**config.mk**
```make
export PLATFORM = sky130hd
export DESIGN_NAME = aurora_tx_scrambler
export DESIGN_NICKNAME = d
export VERILOG_FILES = /design/src/rtl/aurora_pkg.sv /design/src/rtl/aurora_tx_scrambler.sv
export SDC_FILE = /design/constraint.sdc
export NUM_CORES = 1
export LEC_CHECK = 0
export ABC_AREA = 0
export CORE_MARGIN = 5
export CORE_UTILIZATION = 45
export CTS_CLUSTER_SIZE = 40
export DETAILED_ROUTE_END_ITERATION = 16
export DONT_BUFFER_PORTS = 1
export HOLD_SLACK_MARGIN = 0.05
export SLEW_MARGIN = 40
export SYNTH_ARGS = -nofsm -noshare
export SYNTH_HDL_FRONTEND = slang
export SYNTH_SLANG_ARGS = --single-unit
```
**constraint.sdc**
```tcl
create_clock -name clk_i -period 3.36 [get_ports clk_i]
set_clock_uncertainty 0.2 [all_clocks]
set_input_delay 0.672 -clock clk_i [delete_from_list [all_inputs] [get_ports clk_i]]
set_output_delay 0.672 -clock clk_i [all_outputs]
set_load 0.03 [all_outputs]
```
**src/rtl/aurora_pkg.sv**
```systemverilog
// rtl/aurora_pkg.sv - Shared constants and LFSR helper for the Aurora 64b/66b scrambler
package aurora_pkg;

    localparam logic [1:0] SYNC_DATA = 2'b01;
    localparam logic [1:0] SYNC_CTRL = 2'b10;

    localparam int BLOCK_W   = 66;
    localparam int PAYLOAD_W = 64;

    localparam int LFSR_W = 58;
    localparam int TAP_A  = 38;
    localparam int TAP_B  = 57;

    // Processes one payload bit at a time, bit 0 first, matching wire order.
    // Returns {updated lfsr, processed payload}. In descramble mode the LFSR
    // is fed with the received bit, which is what makes it self-synchronising.
    function automatic logic [LFSR_W+PAYLOAD_W-1:0] lfsr_step64(
        input logic [LFSR_W-1:0]    poly,
        input logic [PAYLOAD_W-1:0] data,
        input logic                 descramble
    );
        logic [LFSR_W-1:0]    p;
        logic [PAYLOAD_W-1:0] t;
        p = poly;
        t = '0;
        for (int i = 0; i < PAYLOAD_W; i++) begin
            t[i] = data[i] ^ p[TAP_A] ^ p[TAP_B];
            p    = {p[LFSR_W-2:0], (descramble ? data[i] : t[i])};
        end
        return {p, t};
    endfunction

endpackage

```
**src/rtl/aurora_tx_scrambler.sv**
```systemverilog
// rtl/aurora_tx_scrambler.sv - 64b/66b self-synchronous scrambler/descrambler, G(x)=1+x^39+x^58
module aurora_tx_scrambler
    import aurora_pkg::*;
#(
    parameter bit                DESCRAMBLE = 1'b0,
    parameter logic [LFSR_W-1:0] INIT_STATE = 58'h3FF_FFFF_FFFF_FFFF
) (
    input  logic                 clk_i,
    input  logic                 rst_n_i,
    input  logic [PAYLOAD_W-1:0] data_in,
    input  logic [1:0]           sync_info,
    input  logic                 enable,
    output logic [BLOCK_W-1:0]   data_out
);

    logic [LFSR_W-1:0]           poly;
    logic [LFSR_W+PAYLOAD_W-1:0] step;

    // Full 64-bit unrolled LFSR pass over the current payload
    always_comb begin
        step = lfsr_step64(poly, data_in, DESCRAMBLE);
    end

    // Register the block and advance the LFSR only on enabled cycles; sync header bypasses the LFSR
    always_ff @(posedge clk_i or negedge rst_n_i) begin
        if (!rst_n_i) begin
            data_out <= '0;
            poly     <= INIT_STATE;
        end else if (enable) begin
            data_out <= {sync_info, step[PAYLOAD_W-1:0]};
            poly     <= step[LFSR_W+PAYLOAD_W-1:PAYLOAD_W];
        end
    end

endmodule

```
==> results.ini <==
[hold_path]
min_path_type=input port to asynchronous set/reset pin

[timing]
setup_viol=0
setup_tns_ns=0
slew_headroom_pct=75.4
worstMarginPinSlew_ns=0.369
rsz0062_at_grt=false
holdWs_ns=-0.242
fmax_mhz=544
fin_ws_ns=1.52
period_share_pct=54.7
hold_viol=92
maxSlewViolCount=0
period_minus_slack_ns=1.84

[clocking]
clk_latency_ns=0.41
cts_resized=0
cts.reportedPaths.clkPinSlew_ns=0.05
cts_tree=done
cts_buffers=17
cts_sinks=124
cts_setup_buffers=0
cts-root-buf=clkbuf_16
h-tree-depth=4
cts_max_path_buffers=2

[run]
drv_cap=0

[floorplan]
fp.dieArea_mm2=0.0164
rows=43
start_util_pct=45.7
core_mm2=0.0138
die_x_um=128
die_y_um=128
pin_count=135

[drt]
drc=0
vias=3372
drt_iter0_drc=187
final_antenna_net_count=0
routedWlPerCell_um=17.5
first_pass_iters=6
drt_wl_total_um=12400
vias_per_cell=4.76

[synth]
synth.net_count=582
synthCells=513
avgSynthCellArea_um2=12.3
ys_seq_area_share_pct=50.5
synth.distinct_cells=16
ys_ff_latch=124
synth_area_mm2=0.00629
yosys_warnings=0

[placement]
dpl.hpwl_um=8560
io_buffers=0
place_ws_ns=1.48
routabilityCongestion=0.813

[worst_setup_path]
cp-end-kind=output port
crit_required_ns=2.49
r2r-start=poly[28]
ff2ff_path_depth=3
crit_cells=0
critPathKind=register to output port
arrival_ns=0.96
regToRegSetupSlack_ns=1.58
r2r_end=data_out[49]
cp-start-kind=register
cp_max_fo=2

[pwr]
ir_drop_mv=0.580
power_density_mw_per_mm2=1290
finalPower_mw=9.14
power_leakage_nw=3.60

[global_route]
grt_max_degree=158
track_usage_pct=16.2
gr-total-overflow=0
antenna_found_initial=0
grt_pass1_vias=3725
grt_pass1_wl_um=20400

[final_layout]
drive_gt1_share_pct=17.4
diodes=0
layout-area-overhead-vs-synth_pct=12.6
nets=584
layout_common_cells=120 x inv_1, 66 x o21ai_1, 66 x dfrtp_1
final_core_util_pct=51.4
final_common_cell=inv_1

[run_status]
status=finished with violations
violations=negative hold slack

-- cell families (layout without fill, tap and decap cells) --
| logic type | count (synthesis) | in the layout | synth area share [%] |
|---|---|---|---|
| xor gates and xnor gates | 95 | 95 | 24.1 |
| AOI/OAI and AO/OA | 66 | 66 | 5.25 |
| muxes | 58 | 58 | 9.31 |
| and+or+nand+nor | 33 | 33 | 2.49 |
| buffers and inverters | 137 | 152 | 8.39 |
| DFF | 124 | 124 | 50.5 |
-- how the worst max path moves through the flow --
stage	from	to	slack, ns
floorplan	data_in[0]	data_out[58]	1.74
global placement	data_in[10]	data_out[49]	1.56
detailed placement	data_in[10]	data_out[49]	1.48
CTS	data_out[31]	data_out[31]	1.49
global route	data_out[56]	data_out[56]	1.48
finish	data_out[31]	data_out[31]	1.52
-- layer usage --
metal	vias to the layer above	routed length [µm]	GRT usage [%]
li1	1601	-	-
met1	1664	5220	20.3
met2	91	5880	24.7
met3	16	1060	6.79
met4	0	253	6.55
met5	-	0	0
-- state kept, by name, indices dropped and copies added (netlist names) --
register / flops
poly: 58
data_out: 66
-- synthesized netlist by cell type, drive strengths merged --
master / instances / area [µm²]
mux2i: 54 / 541
xnor3: 25 / 563
buf: 16 / 73.8
dfstp: 58 / 1520
clkbuf: 1 / 3.75
nand2: 20 / 75.1
xor3: 20 / 475
inv: 120 / 450
dfrtp: 66 / 1650
xnor2: 50 / 475
mux2: 4 / 45.0
o21ai: 66 / 330
nand2b: 13 / 81.3
-- area by class of cell --
class / count / area, µm²
fill: 1209 / 6690
clock buffer: 27 / 543
sequential: 124 / 3180
inverter: 120 / 450
multi-input combinational: 252 / 2590
clock inverter: 5 / 100
tap: 180 / 225
-- power by group --
group | switching [mW] | total (mW) | internal (mW)
sequential | 1.51 | 4.06 | 2.55
combinational | 1.22 | 3.11 | 1.90
clock | 0.633 | 1.96 | 1.32
total | 3.36 | 9.14 | 5.77
-- stage by stage --
step	hold slack, ns	instances	instance area (µm²)
floorplan	0.176	513	6290
global placement	0.180	676	6440
detailed placement	0.179	676	6440
CTS	-0.266	708	7080
global route	-0.278	708	7080
finish	-0.242	708	7080
No activity file was read; power rests on OpenSTA's default activity.
